<file path="config.mk">
export PLATFORM = sky130hd
export DESIGN_NAME = im_fetch_ctrl
export DESIGN_NICKNAME = d
export VERILOG_FILES = /design/src/rtl/im_fetch_pkg.sv /design/src/rtl/im_fetch_fifo.sv /design/src/rtl/im_fetch_ctrl.sv
export SDC_FILE = /design/constraint.sdc
export NUM_CORES = 1
export LEC_CHECK = 0
export ABC_AREA = 1
export BUFFER_PORTS_ARGS = -buffer_cell sky130_fd_sc_hd__clkbuf_2
export CORE_MARGIN = 4
export CORE_UTILIZATION = 50
export CTS_CLUSTER_SIZE = 28
export DETAILED_ROUTE_END_ITERATION = 16
export PLACE_DENSITY = 0.71
export SLEW_MARGIN = 20
export SYNTH_ARGS = -nofsm -noshare
export SYNTH_HDL_FRONTEND = slang
export SYNTH_SLANG_ARGS = --single-unit
</file>
<file path="constraint.sdc">
create_clock -name clk -period 1.97 [get_ports clk]
set_clock_uncertainty 0.05 [all_clocks]
set_input_delay 0.0985 -clock clk [delete_from_list [all_inputs] [get_ports clk]]
set_output_delay 0.0985 -clock clk [all_outputs]
set_load 0.005 [all_outputs]
</file>
<file path="src/rtl/im_fetch_pkg.sv">
// Shared types and defaults for the SISC instruction fetch sequencer.
// Optional performance counters are enabled with the IM_FETCH_PERF_EN macro.
package im_fetch_pkg;

    localparam int          DEF_DEPTH    = 4;
    localparam logic [15:0] DEF_RESET_PC = 16'h0000;

    typedef enum logic [1:0] {
        S_WARM  = 2'd0,
        S_FETCH = 2'd1,
        S_HALT  = 2'd2
    } fetch_state_t;

    typedef struct packed {
        logic [31:0] instr;
        logic [15:0] pc;
    } fetch_entry_t;

    // Sequential word address; wraps FFFF -> 0000 silently.
    function automatic logic [15:0] pc_incr(input logic [15:0] pc);
        return pc + 16'h0001;
    endfunction

endpackage

</file>
<file path="src/rtl/im_fetch_fifo.sv">
// Prefetch queue of {instr, pc} entries with push, pop, flush and occupancy.
// Head outputs come straight from storage registers.
module im_fetch_fifo
    import im_fetch_pkg::*;
#(
    parameter int DEPTH = DEF_DEPTH
) (
    input  logic                     clk,
    input  logic                     rst_n,
    input  logic                     flush,
    input  logic                     push,
    input  fetch_entry_t             push_data,
    input  logic                     pop,
    output fetch_entry_t             head_data,
    output logic                     head_valid,
    output logic                     full,
    output logic [$clog2(DEPTH):0]   count
);

    localparam int AW = $clog2(DEPTH);
    localparam int CW = AW + 1;

    fetch_entry_t      mem_r [DEPTH];
    logic [AW-1:0]     wr_ptr_r;
    logic [AW-1:0]     rd_ptr_r;
    logic [CW-1:0]     count_r;
    logic              full_s;
    logic              empty_s;
    logic              push_ok_s;
    logic              pop_ok_s;

    assign full_s  = (count_r == CW'(DEPTH));
    assign empty_s = (count_r == {CW{1'b0}});

    // Guard push/pop so occupancy can neither overflow nor underflow.
    always_comb begin
        pop_ok_s  = 1'b0;
        push_ok_s = 1'b0;
        if (flush) begin
            pop_ok_s  = 1'b0;
            push_ok_s = 1'b0;
        end else begin
            pop_ok_s  = pop & ~empty_s;
            push_ok_s = push & (~full_s | pop_ok_s);
        end
    end

    // Entry storage; cleared on reset so the head reads zero out of reset.
    always_ff @(posedge clk or negedge rst_n) begin
        if (!rst_n) begin
            for (int i = 0; i < DEPTH; i++) begin
                mem_r[i] <= '0;
            end
        end else if (push_ok_s) begin
            mem_r[wr_ptr_r] <= push_data;
        end
    end

    // Pointers and occupancy.
    always_ff @(posedge clk or negedge rst_n) begin
        if (!rst_n) begin
            wr_ptr_r <= {AW{1'b0}};
            rd_ptr_r <= {AW{1'b0}};
            count_r  <= {CW{1'b0}};
        end else if (flush) begin
            wr_ptr_r <= {AW{1'b0}};
            rd_ptr_r <= {AW{1'b0}};
            count_r  <= {CW{1'b0}};
        end else begin
            if (push_ok_s) begin
                wr_ptr_r <= wr_ptr_r + AW'(1'b1);
            end
            if (pop_ok_s) begin
                rd_ptr_r <= rd_ptr_r + AW'(1'b1);
            end
            case ({push_ok_s, pop_ok_s})
                2'b10:   count_r <= count_r + CW'(1'b1);
                2'b01:   count_r <= count_r - CW'(1'b1);
                default: count_r <= count_r;
            endcase
        end
    end

    assign head_data  = mem_r[rd_ptr_r];
    assign head_valid = ~empty_s;
    assign full       = full_s;
    assign count      = count_r;

endmodule

</file>
<file path="src/rtl/im_fetch_ctrl.sv">
// Instruction fetch sequencer: PC, warm/fetch/halt FSM, redirect, prefetch queue.
// Define IM_FETCH_PERF_EN to add the fetch_cnt / stall_cnt counters.
module im_fetch_ctrl
    import im_fetch_pkg::*;
#(
    parameter int          DEPTH    = DEF_DEPTH,
    parameter logic [15:0] RESET_PC = DEF_RESET_PC
) (
    input  logic                     clk,
    input  logic                     rst_f,
    output logic [15:0]              im_addr,
    input  logic [31:0]              im_data,
    input  logic                     redirect,
    input  logic [15:0]              redirect_pc,
    input  logic                     halt,
    output logic                     instr_valid,
    output logic [31:0]              instr,
    output logic [15:0]              instr_pc,
    input  logic                     instr_ready,
    output logic [$clog2(DEPTH):0]   q_count
`ifdef IM_FETCH_PERF_EN
    ,
    output logic [15:0]              fetch_cnt,
    output logic [15:0]              stall_cnt
`endif
);

    fetch_state_t  state_r;
    fetch_state_t  state_nxt_s;
    logic [15:0]   fetch_pc_r;
    logic [15:0]   pc_nxt_s;
    logic          push_s;
    logic          pop_s;
    logic          full_s;
    logic          head_valid_s;
    fetch_entry_t  head_s;
    fetch_entry_t  push_entry_s;

    assign push_entry_s = '{instr: im_data, pc: fetch_pc_r};

    // Next state, push/pop qualification and next PC; redirect overrides all.
    always_comb begin
        state_nxt_s = state_r;
        push_s      = 1'b0;
        pop_s       = 1'b0;
        pc_nxt_s    = fetch_pc_r;
        if (redirect) begin
            pc_nxt_s    = redirect_pc;
            state_nxt_s = halt ? S_HALT : state_r;
        end else begin
            pop_s = head_valid_s & instr_ready;
            case (state_r)
                S_WARM: begin
                    state_nxt_s = halt ? S_HALT : S_FETCH;
                end
                S_FETCH: begin
                    if (halt) begin
                        state_nxt_s = S_HALT;
                    end else begin
                        state_nxt_s = S_FETCH;
                        push_s      = ~full_s | pop_s;
                    end
                end
                S_HALT: begin
                    state_nxt_s = halt ? S_HALT : S_FETCH;
                end
                default: begin
                    state_nxt_s = S_WARM;
                end
            endcase
            if (push_s) begin
                pc_nxt_s = pc_incr(fetch_pc_r);
            end else begin
                pc_nxt_s = fetch_pc_r;
            end
        end
    end

    // FSM state and fetch PC registers.
    always_ff @(posedge clk or negedge rst_f) begin
        if (!rst_f) begin
            state_r    <= S_WARM;
            fetch_pc_r <= RESET_PC;
        end else begin
            state_r    <= state_nxt_s;
            fetch_pc_r <= pc_nxt_s;
        end
    end

    im_fetch_fifo #(.DEPTH(DEPTH)) u_fifo (
        .clk        (clk),
        .rst_n      (rst_f),
        .flush      (redirect),
        .push       (push_s),
        .push_data  (push_entry_s),
        .pop        (pop_s),
        .head_data  (head_s),
        .head_valid (head_valid_s),
        .full       (full_s),
        .count      (q_count)
    );

    assign im_addr     = fetch_pc_r;
    assign instr_valid = head_valid_s;
    assign instr       = head_s.instr;
    assign instr_pc    = head_s.pc;

`ifdef IM_FETCH_PERF_EN
    logic [15:0] fetch_cnt_r;
    logic [15:0] stall_cnt_r;

    // Push count and full-queue stall cycles; free-running, wrap silently.
    always_ff @(posedge clk or negedge rst_f) begin
        if (!rst_f) begin
            fetch_cnt_r <= 16'h0000;
            stall_cnt_r <= 16'h0000;
        end else begin
            if (push_s) begin
                fetch_cnt_r <= fetch_cnt_r + 16'h0001;
            end
            if ((state_r == S_FETCH) && full_s && !pop_s) begin
                stall_cnt_r <= stall_cnt_r + 16'h0001;
            end
        end
    end

    assign fetch_cnt = fetch_cnt_r;
    assign stall_cnt = stall_cnt_r;
`endif

endmodule

</file>
== Word level (Yosys, flattened, before mapping) ==
Cells that the tools add are included.

* Flip-flop bits (word level): 217
* Latch bits: 0
* Memory bits (writable): 0
* ROM bits: 0
* Input bits: 53
* Output and inout bits: 68
* Memories: 0

* Add/subtract/negate cells: 5
* Multiply operators: 0
* Div/mod/pow operators: 0
* Order comparisons: 3
* Eq/ne operators: 6
* Shift operators: 0
* Mux-type cells: 25
* Bitwise logic cells: 9
* Reduce and logical (&&, ||, !) cells: 8

{| class="wikitable"
|+ Operator list
! operator !! number
|-
| 192-bit bitwise mux || 1
|-
| 48-bit two-way mux || 3
|-
| 48-bit binary-select mux with 2-bit select || 1
|-
| 48-bit demux with 2-bit select || 1
|-
| 16-bit two-way mux || 2
|-
| 16-bit by 1-bit adder with 16-bit output (second input constant) || 1
|-
| 2-bit two-way mux || 8
|-
| 1-bit two-way mux || 7
|-
| 3-bit greater-or-equal comparator (second input constant) || 2
|-
| 2-bit NOT with 3-bit output || 2
|-
| 3-bit case mux with 2 select lines || 1
|-
| 2-bit nonzero test || 3
|-
| 2-bit by 1-bit adder with 2-bit output (second input constant) || 2
|-
| 2-bit by 1-bit == test with 1-bit output (second input constant) || 2
|-
| 2-bit == test (second input constant) || 2
|-
| 3-bit by 1-bit adder with 3-bit output (second input constant) || 1
|-
| 1-bit AND || 3
|-
| 3-bit == test (second input constant) || 1
|-
| 3-bit logical NOT || 1
|-
| 3-bit by 1-bit < comparator with 1-bit output (second input constant) || 1
|-
| 3-bit two-way mux || 1
|-
| 3-bit nonzero test || 1
|-
| 3-bit OR reduction || 1
|-
| 3-bit by 1-bit subtractor with 3-bit output (second input constant) || 1
|-
| other kinds (5) || 7
|}

== Depth between registers and ports, before layout ==
Gate-level depths: netlist (run 1).

* Word-level depth: 13
* Mapped depth: 13

== By module ==
Synthesis (run 1) repeated with hierarchy kept, for this count alone.

* Cells, all modules: 1,348
* Area total of the unflattened synthesis: 10,730.3 um2

{| class="wikitable"
|+ Modules (own cells, without submodules)
! module !! times used !! cells an instance !! area an instance (um2) !! seq. area each (um2)
|-
| im_fetch_fifo || 1 || 1,165 || 9,460.3 || 4,979.8
|-
| im_fetch_ctrl || 1 || 183 || 1,270.0 || 450.4
|}

== Worst setup path after synthesis (run 1) ==
Ideal clock, no wire load.

* Path kind: reg2reg
* From: reg u_fifo.count_r[0] (netlist: u_fifo.count[0])
* To: reg u_fifo.count_r[2] (netlist: u_fifo.count[2])
* Library setup time: 117 ps
* Data arrival time: 1,699 ps
* Data required time: 1,803 ps
* Slack: 104 ps
* Cell stages (with the launch flop): 14
* Path through: dfrtp_1 -> nor2_1 -> nand2_1 -> nand2_1 -> nor2_1 -> nand2_1 -> inv_1 -> fa_1 -> xnor2_1 -> inv_1 -> nand2_1 -> nand2_1 -> nand3_1 -> nand2_1

* Longest elaborated chain between the ends: 13

{| class="wikitable"
|+ RTL lines
! item !! RTL line !! RTL
|-
| from (decl) || im_fetch_fifo.sv:26 || <nowiki>logic [CW-1:0] count_r;</nowiki>
|-
| from (signal assigned) || im_fetch_fifo.sv:64 || <nowiki>count_r <= {CW{1'b0}};</nowiki>
|-
| from (signal assigned) || im_fetch_fifo.sv:68 || <nowiki>count_r <= {CW{1'b0}};</nowiki>
|-
| from (signal assigned) || im_fetch_fifo.sv:77 || <nowiki>2'b10: count_r <= count_r + CW'(1'b1);</nowiki>
|-
| 3-bit logical NOT (*) || im_fetch_fifo.sv:33 || <nowiki>assign empty_s = (count_r == {CW{1'b0}});</nowiki>
|-
| 1-bit NOT (*) || im_fetch_fifo.sv:85 || <nowiki>assign head_valid = ~empty_s;</nowiki>
|-
| named net instr_valid || im_fetch_ctrl.sv:16 || <nowiki>output logic instr_valid,</nowiki>
|-
| 1-bit AND || im_fetch_ctrl.sv:51 || <nowiki>pop_s = head_valid_s & instr_ready;</nowiki>
|-
| 1-bit OR || im_fetch_ctrl.sv:61 || <nowiki>push_s = ~full_s | pop_s;</nowiki>
|-
| 1-bit two-way mux || im_fetch_ctrl.sv:57 || <nowiki>if (halt) begin</nowiki>
|-
| 1-bit two-way mux || im_fetch_ctrl.sv:52 || <nowiki>case (state_r)</nowiki>
|-
| 1-bit two-way mux (2 in series) || im_fetch_ctrl.sv:47 || <nowiki>if (redirect) begin</nowiki>
|-
| 1-bit AND || im_fetch_fifo.sv:44 || <nowiki>push_ok_s = push & (~full_s | pop_ok_s);</nowiki>
|-
| 1-bit two-way mux || im_fetch_fifo.sv:39 || <nowiki>if (flush) begin</nowiki>
|-
| 2-bit by 1-bit == test with 1-bit output or 2-bit == test (tied branches) || im_fetch_fifo.sv:76 || <nowiki>case ({push_ok_s, pop_ok_s})</nowiki>
|-
| 3-bit case mux with 2 select lines || im_fetch_fifo.sv:76 ||
|-
| 3-bit two-way mux || im_fetch_fifo.sv:65 || <nowiki>end else if (flush) begin</nowiki>
|}

Mark *: on every way through the listed nets, which the timed path passes. The rest lies on a longest branch. The select of a mux whose other input is x is not followed.
A chain may end at the register's enable or synchronous reset.

== Worst setup path after layout (run 1) ==
* From: reg u_fifo.rd_ptr_r[0]
* To: out instr_pc[5]

* Longest elaborated chain between the ends: 4

{| class="wikitable"
|+ RTL lines
! item !! RTL line !! RTL
|-
| from (decl) || im_fetch_fifo.sv:25 || <nowiki>logic [AW-1:0] rd_ptr_r;</nowiki>
|-
| from (signal assigned) || im_fetch_fifo.sv:63 || <nowiki>rd_ptr_r <= {AW{1'b0}};</nowiki>
|-
| from (signal assigned) || im_fetch_fifo.sv:67 || <nowiki>rd_ptr_r <= {AW{1'b0}};</nowiki>
|-
| from (signal assigned) || im_fetch_fifo.sv:74 || <nowiki>rd_ptr_r <= rd_ptr_r + AW'(1'b1);</nowiki>
|-
| 2-bit NOT with 3-bit output (not written as such) || im_fetch_fifo.sv:84 || <nowiki>assign head_data = mem_r[rd_ptr_r];</nowiki>
|-
| 48-bit binary-select mux with 2-bit select || im_fetch_fifo.sv:84 ||
|-
| 48-bit two-way mux (not written as such) (2 in series) || im_fetch_fifo.sv:84 ||
|-
| to (decl) || im_fetch_ctrl.sv:18 || <nowiki>output logic [15:0] instr_pc,</nowiki>
|}

Every way passes these cells. The select of a mux whose other input is x is not followed.

==> metrics.txt, run 1 <==
Fillers=1,698; critical path launch point=u_fifo.rd_ptr_r[0]; final slew viol count=0; Overflow after GRT=0; Reg clk slew, reported paths=roughly 0.060 ns; Largest stage delay, worst path=0.40 ns; crit path kind=reg -> out; max_cap viols=0; post-synthesis cell type count=28; VDD IR max=0.000677 V; Buf/Inv on CP=2; layout cells sized above 1=0.161; vias in the first global route=8,132; RSZ-0062 raised after global routing=true; fin crit share=1.01; Critical Path End Type=output pin; synthesized flop and latch total=217; Yosys warnings=0; commonest non-fill, non-tap cell in the layout=nand2_1; final hold viol count=0; DRT Pass-1 Iters=5; Critical Path, Cell by Cell=buf_4 -> o21ai_0 -> o22ai_1 -> clkbuf_2; Max Root-Sink Buffers=3; pwr dens=1090 nW/um^2; Mapped Cells=1,148; DR iter-0 viols=512; Mean Syn Cell Area=8.57 um^2; non-filler cells in the finished layout=1,589; clock root buffer=clkbuf_16; die width=148 um; Hold WC Path Type=in -> async; core area=around 19,000 um^2; DRC=0; Core Util, Final=0.622; Antenna Cells=0; DRT antenna net count=0; site row count=51; failing checks=negative setup slack; Slowest-stage cell, CP=dfrtp_2; CP required=1.82 ns; area of the multi-input gates=3710 um^2; highest clock rate=501 MHz; Final nets=1,368; Tightest Pin Transition=0.540 ns; leading cell types in the layout, fill and taps excluded=nand2_1, dfrtp_1, o21ai_1; vias per cell=5.27; slew margin rel.=0.640; I/O Buffers=120; status=finished, violations left; crit start category=flop; worst r2r src=u_fifo.count[0]; CTS Buf Count=24; Post-Synthesis Net Count=~1,200; # setup viols final=1; CTS tree=yes; Tot GR Track Use=0.218; DIE HEIGHT=148 um; share of the synthesized area in the top cell type=0.552; Inst Count DP=1,495; synthesized area=~10000 um^2; initial core utilization=0.507; H-tree depth=1; min Tclk post-route=around 2 ns; Tot Pwr=between 0.01 and 0.015 W; critical-path maximum fanout=28; via total after detailed routing=between 8,000 and 9,000; first-pass GRT wire length=39,600 um; DR WL/cell=15.2 um; Final WS setup=-0.0251 ns; largest net degree at the start of global routing=69; ranking of synthesized cells by area=dfrtp_1, nand2_1, o21ai_1; leakage=5.97 nW; die area=22,000 um^2; HPWL after detailed placement=14,800 um; initial antenna violation count=0; post-synth top area cell=dfrtp_1; worst-skew pair later-pin latency=between 0.5 and 0.6 ns; CTS Sinks=217; Worst EP arrival=1.85 ns; IO Pins=121; register area=5430 um^2; Placer Congestion=approximately 0.84; Area Growth Syn to Fin=22.7%; final WL=24,100 um; register area share after synthesis=0.552; Crit path max-delay family=buffers and inverters
## repair_timing
item / CTS / global route
setup endpoints to repair: 17 / 28
hold buffers: 52 / 0
endpoints found under the hold margin: 286 / 0
cloned: 1 / 0
gates resized for setup: 4 / 7
buffers inserted: 0 / 0
## area by class of cell
type	instances	share of cell area
flip-flops and latches	217	0.450
multi-input cells	788	0.307
repair buffers	211	0.133
clock buffers	30	0.0550
well taps	265	0.0275
inverters	67	0.0208
clock inverters	11	0.00591
## state kept, by name (all words and copies together), names as in the netlist
register / count
u_fifo.mem_r: 192
im_addr: 16
state_r: 2
u_fifo.count: 3
u_fifo.rd_ptr_r: 2
u_fifo.wr_ptr_r: 2
## final timing paths
path / to / slack, ns / cells past startpoint
setup / recovery: instr_pc[5] / -0.03 / 4
hold / removal: u_fifo.mem_r[34] / 0.1 / 2
setup reg to reg: u_fifo.count[2] / 0.18 / 13
hold reg to reg: u_fifo.mem_r[110] / 0.43 / 2
max in group asynchronous: u_fifo.mem_r[24] / 1.10 / 3
min in group clk: im_addr[7] / 0.32 / 4
## metal layers
layer / track usage / vias to the layer above / share of wire
li1: - / 4127 / -
met1: 0.306 / 3988 / 0.46
met2: 0.354 / 214 / 0.47
met5: 0 / - / 0
met3: 0.0347 / 46 / 0.052
met4: 0.0610 / 0 / 0.020
## stage by stage
stage	hold WS (ns)	setup slack [ns]	cell area [um^2]	TNS (ns)
6_report	0.0954	-0.0251	12100	-0.0251
5_1_grt	0.127	-0.0875	12100	-0.861
4_1_cts	0.102	-0.0206	12000	-0.0640
3_5_place_dp	0.0787	0.100	10700	0
3_3_place_gp	0.0700	0.122	10700	0
2_1_floorplan	-0.247	0.104	9830	0
## report_power, final
group / switching (W) / internal (W) / total [W]
clock: 0.00176 / 0.00239 / 0.00416
sequential: 0.000302 / 0.00495 / 0.00526
combinational: 0.00216 / 0.00159 / 0.00375
## cell usage after synthesis (all sizes together)
master / count
dfrtp: 217
nand2: 275
o22ai: 48
nand4: 4
nor3: 5
xnor2: 2
buf: 38
ha: 5
o211ai: 4
clkinv: 1
o21bai: 2
nand3: 17
o21ai: 301
xor2: 7
a21oi: 4
inv: 66
clkbuf: 38
fa: 1
a31oi: 1
nor2: 112
## kinds of logic (layout without fill, tap and decap cells)
kind of cell               after synthesis  count (layout)  synth area share
AOI/OAI and AO/OA                      360             360             0.191
xor gates and xnor gates                 9               9           0.00802
buffers and inverters                  143             319            0.0724
adders and majority gates                6               6           0.00840
DFF                                    217             217             0.552
and+or+nand+nor                        413             413             0.168
No activity file was read; power rests on OpenSTA's default activity.
==> run 2, diff against run 1 <==
GPL_TIMING_DRIVEN = 0   (was unset)
clock period = 2.05 ns   (was 1.97 ns; I/O delays follow)
==> metrics.txt, run 2 (synthesis results as in run 1) <==
pwr dens=1070 nW/um^2; initial core utilization=0.507; CTS Sinks=217; Fin Hold WS=0.106 ns; Final nets=1,410; final WL=28,000 um; commonest non-fill, non-tap cell in the layout=nand2_1; Placer Congestion=roughly 0.85; HPWL after detailed placement=between 15,000 and 20,000 um; Worst EP arrival=about 1.9 ns; crit path kind=reg -> out; vias in the first global route=8,582; H-tree depth=1; IO Pins=121; R2R setup slack=0.14 ns; Hold WC Path Type=in -> async; pre-CTS WS=~0.0016 ns; DRT antenna net count=0; setup TNS=0 ns; Area Growth Syn to Fin=25.6%; worst r2r src=u_fifo.count[2]; DIE HEIGHT=148 um; VDD IR max=a little over 0.0005 V; Max Root-Sink Buffers=3; layout cells sized above 1=0.182; Antenna Cells=0; clock root buffer=clkbuf_16; # setup viols final=0; R2R cell count=13; final slew viol count=0; fin crit share=0.992; register area=5430 um^2; Fillers=1,700; largest net degree at the start of global routing=78; DR WL/cell=between 15 and 20 um; leading cell types in the layout, fill and taps excluded=nand2_1, dfrtp_1, o21ai_1; highest clock rate=492 MHz; DRT Pass-1 Iters=5; status=complete, no violations; I/O Buffers=120; CTS Buf Count=23; max FFs per register=192; Critical Path End Type=output pin; Final WS setup=around 0.016 ns; min Tclk post-route=around 2 ns; r2r endpoint=u_fifo.count[2]; crit start category=flop; initial antenna violation count=0; CTS tree=yes; via total after detailed routing=slightly below 9,000; Reg clk slew, reported paths=0.06 ns; Overflow after GRT=0; Tot GR Track Use=0.253; DRC=0; critical-path maximum fanout=10; worst-skew pair later-pin latency=0.51 ns; area of the multi-input gates=3760 um^2; final hold viol count=0; die width=148 um; CP required=1.90 ns; vias per cell=5.42; Tightest Pin Transition=approximately 0.68 ns; slew margin rel.=0.548; leakage=6.09 nW; die area=22,000 um^2; core area=19,400 um^2; max_cap viols=0; site row count=51; Most flops, register=u_fifo.mem_r; first-pass GRT wire length=around 45,000 um; DR iter-0 viols=between 600 and 700
[run 2: cell count changes in the layout (fill, tap and decap cells not counted), sizes merged]
cell	previous run	this run
buf	38	52
clkinv	8	3
clkbuf	150	181
bufbuf	1	0
bufinv	0	3
[run 2: routing by layer]
| layer | vias to the layer above | wire (um) | global-route usage |
|---|---|---|---|
| li1 | 4221 | - | - |
| met4 | 0 | 533 | 0.0619 |
| met5 | - | 0 | 0 |
| met1 | 4240 | 12300 | 0.360 |
| met2 | 329 | 13100 | 0.407 |
| met3 | 42 | 2170 | 0.0466 |
[run 2: critical path, stage by stage, from the launching register on]
cell and delay [ns]:
dfrtp_1 0.40, inv_1 0.18, buf_2 0.29, o21ai_0 0.13, o22ai_1 0.21, clkbuf_2 0.16
[run 2: layout make-up]
cell class / count / area share
Buffer: 76 / 0.0469
Inverter: 67 / 0.0208
Clock inverter: 9 / 0.0106
Sequential cell: 217 / 0.440
Timing Repair Buffer: 178 / 0.0984
Tap cell: 265 / 0.0269
Clock buffer: 31 / 0.0523
Multi-Input combinational cell: 788 / 0.304
[run 2: what timing repair did]
action                                 CTS  global route
gates resized for setup                 56            28
setup buffers                            0             4
pin swaps                                5             4
endpoints found under the hold margin  211             0
setup endpoints to repair               49            44
hold buffers                            52             0
[run 2: per-stage QoR]
step | total power (W) | util | area (um^2) | std cells
after floorplan | 0.00703 | - | 9830 | 1148
after global routing | 0.0140 | 0.637 | 12300 | 1631
after CTS | 0.0132 | 0.632 | 12300 | 1627
after global placement | 0.00853 | 0.555 | 10800 | 1533
after detailed placement | 0.00859 | 0.558 | 10800 | 1535
final | 0.0132 | 0.637 | 12300 | 1631
[run 2: report_power, final]
group,internal (W),switching [W],total (W)
Combinational,0.00163,0.00227,0.00390
Sequential,0.00476,0.000285,0.00504
Clock,0.00259,0.00170,0.00429
[run 2: how the worst max path moves through the flow]
stage          slack (ns)                end          startpoint
6_report             0.02          instr[30]  u_fifo.rd_ptr_r[1]
5_1_grt             -0.01    u_fifo.count[2]     u_fifo.count[2]
3_3_place_gp        -3.56  u_fifo.mem_r[154]               rst_f
4_1_cts            0.0009          instr[13]  u_fifo.rd_ptr_r[0]
3_5_place_dp        0.002    u_fifo.count[2]     u_fifo.count[0]
2_1_floorplan        0.18    u_fifo.count[2]     u_fifo.count[0]
